===== config.mk =====
export PLATFORM = sky130hd
export DESIGN_NAME = dcache_ctrl
export DESIGN_NICKNAME = d
export VERILOG_FILES = /design/src/rtl/dcache_pkg.sv /design/src/rtl/dcache_line_array.sv /design/src/rtl/dcache_ctrl.sv
export SDC_FILE = /design/constraint.sdc
export NUM_CORES = 1
export LEC_CHECK = 0
export CORE_UTILIZATION = 52
export CTS_CLUSTER_DIAMETER = 40
export CTS_CLUSTER_SIZE = 8
export DETAILED_ROUTE_END_ITERATION = 16
export GPL_ROUTABILITY_DRIVEN = 0
export PLACE_DENSITY = 0.75
export SYNTH_ARGS = -nofsm -noshare
export SYNTH_HDL_FRONTEND = slang
export SYNTH_HIERARCHICAL = 1
export SYNTH_SLANG_ARGS = --single-unit

===== constraint.sdc =====
create_clock -name Clock -period 4.05 [get_ports Clock]
set_input_delay 0.405 -clock Clock [delete_from_list [all_inputs] [get_ports Clock]]
set_output_delay 0.405 -clock Clock [all_outputs]
set_load 0.03 [all_outputs]

===== src/rtl/dcache_pkg.sv =====
// Shared types and derivations for the direct-mapped data cache controller.
// Latency: n/a (package only).
// Backpressure: n/a (package only).
package dcache_pkg;

    typedef enum logic [2:0] {
        IDLE    = 3'd0,
        LOOKUP  = 3'd1,
        MEM_ARM = 3'd2,
        MEM_RD  = 3'd3,
        MEM_WR  = 3'd4,
        RESP    = 3'd5
    } state_t;

    function automatic int index_bits(input int lines);
        return $clog2(lines);
    endfunction

    function automatic int tag_bits(input int addr_width, input int lines);
        return addr_width - $clog2(lines);
    endfunction

    // Width of the counter that times the RAM strobe; never narrower than 1.
    function automatic int lat_cnt_bits(input int latency);
        return (latency > 1) ? $clog2(latency) : 1;
    endfunction

endpackage


===== src/rtl/dcache_line_array.sv =====
// Valid/tag/data storage for the cache lines: one comb read port, one sync write port.
// Latency: read is combinational, write lands on the next rising edge.
// Backpressure: none; a write is accepted every cycle wr_en is high.
//
// Ports: core_clk, rst_n (sync, active-low, clears valid bits only),
//        rd_idx -> rd_vld/rd_tag/rd_dat, wr_en/wr_idx/wr_tag/wr_dat.
module dcache_line_array
    import dcache_pkg::*;
#(
    parameter int LINES      = 16,
    parameter int INDEX_BITS = index_bits(16),
    parameter int TAG_BITS   = tag_bits(10, 16),
    parameter int DATA_WIDTH = 8
) (
    input  logic                  core_clk,
    input  logic                  rst_n,
    input  logic [INDEX_BITS-1:0] rd_idx,
    output logic                  rd_vld,
    output logic [TAG_BITS-1:0]   rd_tag,
    output logic [DATA_WIDTH-1:0] rd_dat,
    input  logic                  wr_en,
    input  logic [INDEX_BITS-1:0] wr_idx,
    input  logic [TAG_BITS-1:0]   wr_tag,
    input  logic [DATA_WIDTH-1:0] wr_dat
);

    logic [LINES-1:0]      line_vld;
    logic [TAG_BITS-1:0]   line_tag [LINES];
    logic [DATA_WIDTH-1:0] line_dat [LINES];

    always_ff @(posedge core_clk) begin
        if (!rst_n) begin
            line_vld <= '0;
        end else if (wr_en) begin
            line_vld[wr_idx] <= 1'b1;
        end
    end

    // Tag and data contents survive reset; only the valid bits matter.
    always_ff @(posedge core_clk) begin
        if (wr_en) begin
            line_tag[wr_idx] <= wr_tag;
            line_dat[wr_idx] <= wr_dat;
        end
    end

    assign rd_vld = line_vld[rd_idx];
    assign rd_tag = line_tag[rd_idx];
    assign rd_dat = line_dat[rd_idx];

endmodule


===== src/rtl/dcache_ctrl.sv =====
// Direct-mapped write-through, no-write-allocate byte cache in front of a 1024x8 RAM.
// Latency: read hit 2, read miss 3+MEM_LATENCY, write 2+MEM_LATENCY cycles after accept.
// Backpressure: oReqReady high only in IDLE; oRespValid is a one-cycle pulse with no backpressure.
//
// Ports: CPU request (iReq*/oReqReady), response (oResp*), RAM port
//        (memEnable, oWriteDataEnable, addresses, oDataMemIn, iDataMemOut),
//        saturating statistics (oHitCount, oMissCount).
module dcache_ctrl
    import dcache_pkg::*;
#(
    parameter int DATA_WIDTH  = 8,
    parameter int ADDR_WIDTH  = 10,
    parameter int LINES       = 16,
    parameter int MEM_LATENCY = 2,
    parameter int CNT_WIDTH   = 16
) (
    input  logic                  Clock,
    input  logic                  Reset,
    input  logic                  iReqValid,
    output logic                  oReqReady,
    input  logic                  iReqWrite,
    input  logic [ADDR_WIDTH-1:0] iReqAddress,
    input  logic [DATA_WIDTH-1:0] iReqData,
    output logic                  oRespValid,
    output logic [DATA_WIDTH-1:0] oRespData,
    output logic                  oRespHit,
    output logic                  memEnable,
    output logic                  oWriteDataEnable,
    output logic [ADDR_WIDTH-1:0] oReadDataAddress,
    output logic [ADDR_WIDTH-1:0] oWriteDataAddress,
    output logic [DATA_WIDTH-1:0] oDataMemIn,
    input  logic [DATA_WIDTH-1:0] iDataMemOut,
    output logic [CNT_WIDTH-1:0]  oHitCount,
    output logic [CNT_WIDTH-1:0]  oMissCount
);

    localparam int IB  = index_bits(LINES);
    localparam int TB  = tag_bits(ADDR_WIDTH, LINES);
    localparam int LCW = lat_cnt_bits(MEM_LATENCY);

    state_t state, next_state;

    logic                  req_write;
    logic [ADDR_WIDTH-1:0] req_addr;
    logic [DATA_WIDTH-1:0] req_data;
    logic                  hit_q;
    logic [LCW-1:0]        lat_cnt;
    logic                  lat_done;
    logic                  accept;

    logic                  line_vld;
    logic [TB-1:0]         line_tag;
    logic [DATA_WIDTH-1:0] line_dat;
    logic                  lookup_hit;
    logic                  line_we;
    logic [DATA_WIDTH-1:0] line_wdat;

    logic                  ready_d, mem_en_d, we_d, resp_vld_d, resp_hit_d;
    logic [DATA_WIDTH-1:0] resp_dat_d;

    assign accept     = (state == IDLE) && iReqValid;
    assign lookup_hit = line_vld && (line_tag == req_addr[ADDR_WIDTH-1:IB]);
    assign lat_done   = (lat_cnt == LCW'(MEM_LATENCY - 1));

    // Write hits refresh the cached byte in LOOKUP; read misses fill on the last RAM cycle.
    assign line_we   = ((state == LOOKUP) && req_write && lookup_hit)
                     || ((state == MEM_RD) && lat_done);
    assign line_wdat = (state == LOOKUP) ? req_data : iDataMemOut;

    dcache_line_array #(
        .LINES      (LINES),
        .INDEX_BITS (IB),
        .TAG_BITS   (TB),
        .DATA_WIDTH (DATA_WIDTH)
    ) u_lines (
        .core_clk (Clock),
        .rst_n    (Reset),
        .rd_idx   (req_addr[IB-1:0]),
        .rd_vld   (line_vld),
        .rd_tag   (line_tag),
        .rd_dat   (line_dat),
        .wr_en    (line_we),
        .wr_idx   (req_addr[IB-1:0]),
        .wr_tag   (req_addr[ADDR_WIDTH-1:IB]),
        .wr_dat   (line_wdat)
    );

    // State register
    always_ff @(posedge Clock) begin
        if (!Reset) begin
            state <= IDLE;
        end else begin
            state <= next_state;
        end
    end

    // Next-state logic
    always_comb begin
        next_state = state;
        unique case (state)
            IDLE:    if (iReqValid) next_state = LOOKUP;
            LOOKUP:  begin
                if (req_write)       next_state = MEM_WR;
                else if (lookup_hit) next_state = RESP;
                else                 next_state = MEM_ARM;
            end
            MEM_ARM: next_state = MEM_RD;
            MEM_RD:  if (lat_done) next_state = RESP;
            MEM_WR:  if (lat_done) next_state = RESP;
            RESP:    next_state = IDLE;
            default: next_state = IDLE;
        endcase
    end

    // Output decode from next_state so every output comes straight off a flop.
    always_comb begin
        ready_d    = (next_state == IDLE);
        mem_en_d   = (next_state == MEM_RD) || (next_state == MEM_WR);
        // MEM_ARM raises WE with the RAM disabled so the MEM_RD falling edge triggers a read.
        we_d       = (next_state == MEM_ARM) || (next_state == MEM_WR);
        resp_vld_d = (next_state == RESP);
        resp_dat_d = req_data;
        resp_hit_d = hit_q;
        case (state)
            LOOKUP:  begin
                resp_dat_d = line_dat;
                resp_hit_d = lookup_hit;
            end
            MEM_RD:  resp_dat_d = iDataMemOut;
            default: ;
        endcase
    end

    // Latched request, lookup result and RAM strobe timer
    always_ff @(posedge Clock) begin
        if (accept) begin
            req_write <= iReqWrite;
            req_addr  <= iReqAddress;
            req_data  <= iReqData;
        end
        if (state == LOOKUP) begin
            hit_q <= lookup_hit;
        end
        if ((state == MEM_RD) || (state == MEM_WR)) begin
            lat_cnt <= lat_cnt + LCW'(1);
        end else begin
            lat_cnt <= '0;
        end
    end

    // Registered outputs and statistics
    always_ff @(posedge Clock) begin
        if (!Reset) begin
            oReqReady         <= 1'b1;
            oRespValid        <= 1'b0;
            oRespData         <= '0;
            oRespHit          <= 1'b0;
            memEnable         <= 1'b0;
            oWriteDataEnable  <= 1'b0;
            oReadDataAddress  <= '0;
            oWriteDataAddress <= '0;
            oDataMemIn        <= '0;
            oHitCount         <= '0;
            oMissCount        <= '0;
        end else begin
            oReqReady        <= ready_d;
            oRespValid       <= resp_vld_d;
            memEnable        <= mem_en_d;
            oWriteDataEnable <= we_d;
            if (accept) begin
                oReadDataAddress  <= iReqAddress;
                oWriteDataAddress <= iReqAddress;
                oDataMemIn        <= iReqData;
            end
            if (resp_vld_d) begin
                oRespData <= resp_dat_d;
                oRespHit  <= resp_hit_d;
            end
            if (state == LOOKUP) begin
                if (lookup_hit) begin
                    if (oHitCount != '1) oHitCount <= oHitCount + CNT_WIDTH'(1);
                end else begin
                    if (oMissCount != '1) oMissCount <= oMissCount + CNT_WIDTH'(1);
                end
            end
        end
    end

endmodule


### After elaboration in Yosys (flattened, before gate mapping)

Memory sizes are Yosys's and may differ from the RTL's. A register that Yosys moved wholly into a read port is not among the register bits.
Cells that the tools add are included.

| word-level totals | value |
|---|---|
| flip-flop bits (word level) | 103 |
| output and inout bits | 73 |
| RAM bits | 224 |
| memories | 2 |

| operators by class | value |
|---|---|
| reduce and logical (&&, ||, !) cells | 15 |
| add/sub/neg operators | 3 |
| multiplexer cells | 16 |
| $lt $le $gt $ge | 2 |
| equality and inequality tests | 11 |
| bitwise logic cells | 2 |

Memories:

| name | words | width | rd ports | clocked after memory_dff | wr ports | RTL line | RTL |
|---|---|---|---|---|---|---|---|
| u_lines.line_dat | 16 | 8 | 1 | 1 | 1 | dcache_line_array.sv:29 | `logic [DATA_WIDTH-1:0] line_dat [LINES];` |
| u_lines.line_tag | 16 | 6 | 1 | 1 | 1 | dcache_line_array.sv:28 | `logic [TAG_BITS-1:0] line_tag [LINES];` |

Operators by type and width:

| kind | number |
|---|---|
| adder 16 x 1 -> 16 bit (second input constant) | 2 |
| != test 16 bit (second input constant) | 2 |
| OR 16 bit | 1 |
| case mux 8 bit (2 select lines) | 1 |
| == test 3 x 2 -> 1 bit (second input constant) | 4 |
| two-way mux 3 bit | 4 |
| case mux 3 bit (4 select lines) | 1 |
| == test 3 bit (second input constant) | 3 |
| two-way mux 4 bit | 2 |
| two-way mux 8 bit | 1 |
| == test 6 bit | 1 |
| logical AND 1 bit | 6 |
| logical NOT 3 bit | 2 |
| AND reduction 3 bit | 2 |
| less-than comparator 4 x 5 -> 1 bit (second input constant) | 1 |
| two-way mux 1 bit | 5 |
| binary-select mux 1 bit (select 4 bit) | 1 |
| demux 1 bit (select 4 bit) | 1 |
| greater-or-equal comparator 4 x 1 -> 1 bit (second input constant) | 1 |
| logical OR 1 bit | 4 |
| == test 3 x 1 -> 1 bit (second input constant) | 1 |
| OR reduction 2 bit | 1 |
| adder 1 bit (second input constant) | 1 |
| inverter 1 bit | 1 |

### Logic depth before layout (Yosys ltp)

| logic depth | value |
|---|---|
| depth in word-level cells | 8 |
| depth in mapped cells | 13 |
| mapped depth without buffers | 10 |

### Cells and area by module

Netlist, hierarchy kept.

By module, submodules not included:

| module | area each (um2) | instances | cells an instance |
|---|---|---|---|
| dcache_line_array | 9062.4 | 1 | 409 |
| dcache_ctrl | 3952.5 | 1 | 441 |

### Least setup slack after synthesis

No wires, ideal clock.

| timing | value |
|---|---|
| path kind | reg-to-reg |
| from | reg req_addr[1] |
| to | mem u_lines.line_dat[0][0] (enable) |
| arrival time | 4.013 ns |
| path slack | -0.368 ns |
| cell stages (with the launch flop) | 13 |
| data required time | 3.645 ns |
| path through | edfxtp_1 > buf_2 > buf_2 > buf_2 > mux4_2 > a22oi_1 > nand2_1 > xor2_1 > nor4_1 > nand4b_1 > a21oi_1 > or3b_2 > nor3_1 |

| on the way | value |
|---|---|
| word-level cells in the longest chain between the ends | 7 |

Ends and longest elaborated chain:

| item | RTL line | RTL |
|---|---|---|
| from (decl) | dcache_ctrl.sv:44 | `logic [ADDR_WIDTH-1:0] req_addr;` |
| from (signal assigned) | dcache_ctrl.sv:138 | `req_addr <= iReqAddress;` |
| binary-select mux 1 bit (select 4 bit) | dcache_line_array.sv:47 | `assign rd_vld = line_vld[rd_idx];` |
| two-way mux 1 bit (implied by the code) | dcache_line_array.sv:47 |  |
| logical AND 1 bit | dcache_ctrl.sv:62 | `assign lookup_hit = line_vld && (line_tag == req_addr[ADDR_WIDTH-1:IB]);` |
| logical AND 1 bit | dcache_ctrl.sv:66 | `assign line_we = ((state == LOOKUP) && req_write && lookup_hit)` |
| logical OR 1 bit | dcache_ctrl.sv:67 | `\|\| ((state == MEM_RD) && lat_done);` |
| via line_we | dcache_ctrl.sv:55 | `logic line_we;` |
| two-way mux 1 bit | dcache_line_array.sv:41 | `if (wr_en) begin` |
| two-way mux 1 bit (implied by the code) | dcache_line_array.sv:43 | `line_dat[wr_idx] <= wr_dat;` |
| to (decl) | dcache_line_array.sv:29 |  |

The timed path passes the listed nets, and every way through them passes these cells. The select of a mux whose other input is x is not followed.

### Final worst setup path

| timing | value |
|---|---|
| from | reg req_addr[0] |
| to | mem u_lines.line_dat[4][7] (enable) |

Same word-level chain as after synthesis.

==> metrics.csv <==
metric;value;unit
worst-path maximum fanout;15;
fin nets;1039;
clk slew on worst S/H paths;0.05;ns
slew of the pin with the lowest slew margin;0.918;ns
Ports;103;
layout cells sized above 1;0.179;
Skew-Pair Late Insertion Delay;0.55;ns
CTS Buffer Depth;3;
Area contributors post-synth;edfxtp_1, dfxtp_1, mux4_2;
via count;8195;
Seq cells post-synth;327;
total track usage;0.242;
Slew headroom;0.387;
Fill cells;1662;
Critical Path AT;4.16;ns
design area;16100;um^2
VDD IR max;0.383;mV
mean area per synthesized cell;15.3;um^2
die area;25700;um^2
max-slew violations;0;
post-DP HPWL;19.3;mm
critical path endpoint category;flip-flop;
Pre-antenna DRT Iters;7;
Congestion Overflow GR;0;
largest net degree at the start of global routing;43;
most frequent cells in the layout;edfxtp_1, nand2_1, clkdlybuf4s50_1;
clk sink count;327;
r2r startpoint;req_addr[0];
Post-DP Area;14600;um^2
vias per cell;5.98;
CTS Hold Bufs;0;
H-tree levels;2;
fmax;255;MHz
final worst path period share;0.967;
hold violation total from the final report;0;
Synth Instances;850;
R2R setup slack;0.13;ns
first-pass GRT wire length;46.8;mm
drt drc;0;
Cell Area, Synth;13000;um^2
WL final;30.6;mm
vias in the first global route;8285;
Final setup violation count;0;
TritonCTS clock tree;done;
Tmin final;3.92;ns
CP startpoint;req_addr[0];
Initial Util;0.532;
port bufs;102;
Place WS;-0.00753;ns
row count;57;
dpl cells;1276;
Die W;160;um
Cell Pwr Density;509;nW/um^2
Mapped Nets;882;
clock root buffer master;clkbuf_16;
chip height;160;um
final setup margin;0.133;ns
critical register-to-register path endpoint;u_lines/line_dat[4][7];
Worst Setup EP;u_lines/line_dat[4][7];
Pwr Total;8.22;mW
CTS buffer count;49;
post-synth top area share;0.561;
r2r worst-path depth;12;
Yosys Warn Count;6;
Core ar.;24500;um^2
most common cell after layout, fill and taps aside;edfxtp_1;
WP data required;4.30;ns
post-synthesis to final-layout area growth;24.1;%
max capacitance violation total;0;
biggest area consumer among synthesized cells;edfxtp_1;
leakage;5.42;nW
worst hold path type;in -> reg;
Register Area;8980;um^2
Async SR Flop Fraction;0;
final clock skew;0.0201;ns
Multi-input gate area;3740;um^2
Routed Antenna Nets;0;
n_diodes;0;
crit start category;flip-flop;
synth unique cells;56;
WL/cell;22.4;um
fin cells;1370;
DR iter-0 viols;873;
status;finished, final reports clean;
antenna violations before repair;0;
crit path kind;reg -> reg;
Synth Flop Type;edfxtp_1;
Hold Slack;0.439;ns
Post-synth EDFFs;243;
sequential fraction of the synthesis area;0.690;
## stage by stage
stage	setup TNS, ns	utilization
6_report	0	0.660
5_1_grt	-0.193	0.660
4_1_cts	0	0.658
3_5_place_dp	-0.120	0.597
3_3_place_gp	0	0.597
2_1_floorplan	0	-
## flip-flops by register name (all words and copies together), names as in the netlist, 8 cells and up
name / flops
u_lines/line_dat: 128
oMissCount: 16
u_lines/line_vld: 16
oDataMemIn: 8
oRespData: 8
req_addr: 10
u_lines/line_tag: 96
oWriteDataAddress: 10
oHitCount: 16
req_data: 8
## Yosys cell counts (all sizes together) (2+ instances only)
| cell type | instances |
|---|---|
| o311ai | 4 |
| o21a | 16 |
| and3 | 4 |
| nand4 | 5 |
| a22oi | 30 |
| or4 | 12 |
| xor2 | 5 |
| buf | 28 |
| nor2b | 6 |
| o21ai | 21 |
| nor3 | 6 |
| ha | 2 |
| and2 | 5 |
| a21oi | 46 |
| nor4 | 4 |
| mux4 | 60 |
| a2bb2oi | 2 |
| clkbuf | 24 |
| nor2 | 21 |
| o31ai | 10 |
| nand3 | 13 |
| dfxtp | 84 |
| inv | 7 |
| xnor2 | 3 |
| or3b | 3 |
| nand2 | 118 |
| mux2i | 18 |
| edfxtp | 243 |
| or3 | 16 |
| o211ai | 11 |
| nand3b | 2 |
| nand2b | 4 |
## worst min path at each step
| stage | start | end | slack (ns) | cells past startpoint |
|---|---|---|---|---|
| global placement | hit_q | hit_q | 0.43 | 2 |
| floorplan | hit_q | hit_q | 0.41 | 2 |
| global route | iReqAddress[5] | req_addr[5] | 0.43 | 1 |
| finish | iReqAddress[1] | oWriteDataAddress[1] | 0.44 | 3 |
| detailed placement | hit_q | hit_q | 0.44 | 2 |
| CTS | iReqAddress[7] | req_addr[7] | 0.43 | 1 |
## metal layers
metal	vias to the layer above	track usage	share of wire
met1	4070	0.317	0.40
met2	389	0.389	0.49
met3	83	0.0512	0.081
met5	-	0	0
met4	0	0.113	0.037
li1	3653	-	-
## critical path, stage by stage, from the launching register on
cell and delay, ns:
edfxtp_1 0.34, buf_4 0.13, buf_12 0.17, mux4_2 0.51
a22oi_1 0.23, nand2_1 0.10, xor2_1 0.20, nor4_2 0.47
nand4b_1 0.20, a21oi_2 0.25, or3b_2 0.52, nor2_1 0.25
buf_12 0.21
## cells by family after synthesis
kind of cell,count (synthesis),share of synthesized area
buf+inv,60,0.0252
mux,79,0.119
compound gates,151,0.0761
fa+ha+maj,2,0.00192
xor+xnor,8,0.00538
flops,327,0.690
simple gates,223,0.0830
## what timing repair did
| action | 4_1_cts | 5_1_grt |
|---|---|---|
| endpoints found under the setup margin | 61 | 63 |
| cloned | 0 | 1 |
| gates resized for setup | 1 | 2 |
| buffers inserted | 0 | 3 |
| pin swaps | 0 | 1 |
## power breakdown
part	switching (mW)	internal, mW	total, mW
Sequential	0.0577	3.70	3.75
Combinational	0.395	0.262	0.657
Clock	1.42	2.40	3.81
## cell type report
type,instances,share of cell area
clock buffer,84,0.0866
clock inverter,6,0.00535
inverter,8,0.00186
multi-input combinational,463,0.232
sequential,327,0.556
tap,324,0.0251
timing repair buffer,158,0.0934
No activity file was read; power rests on OpenSTA's default activity.
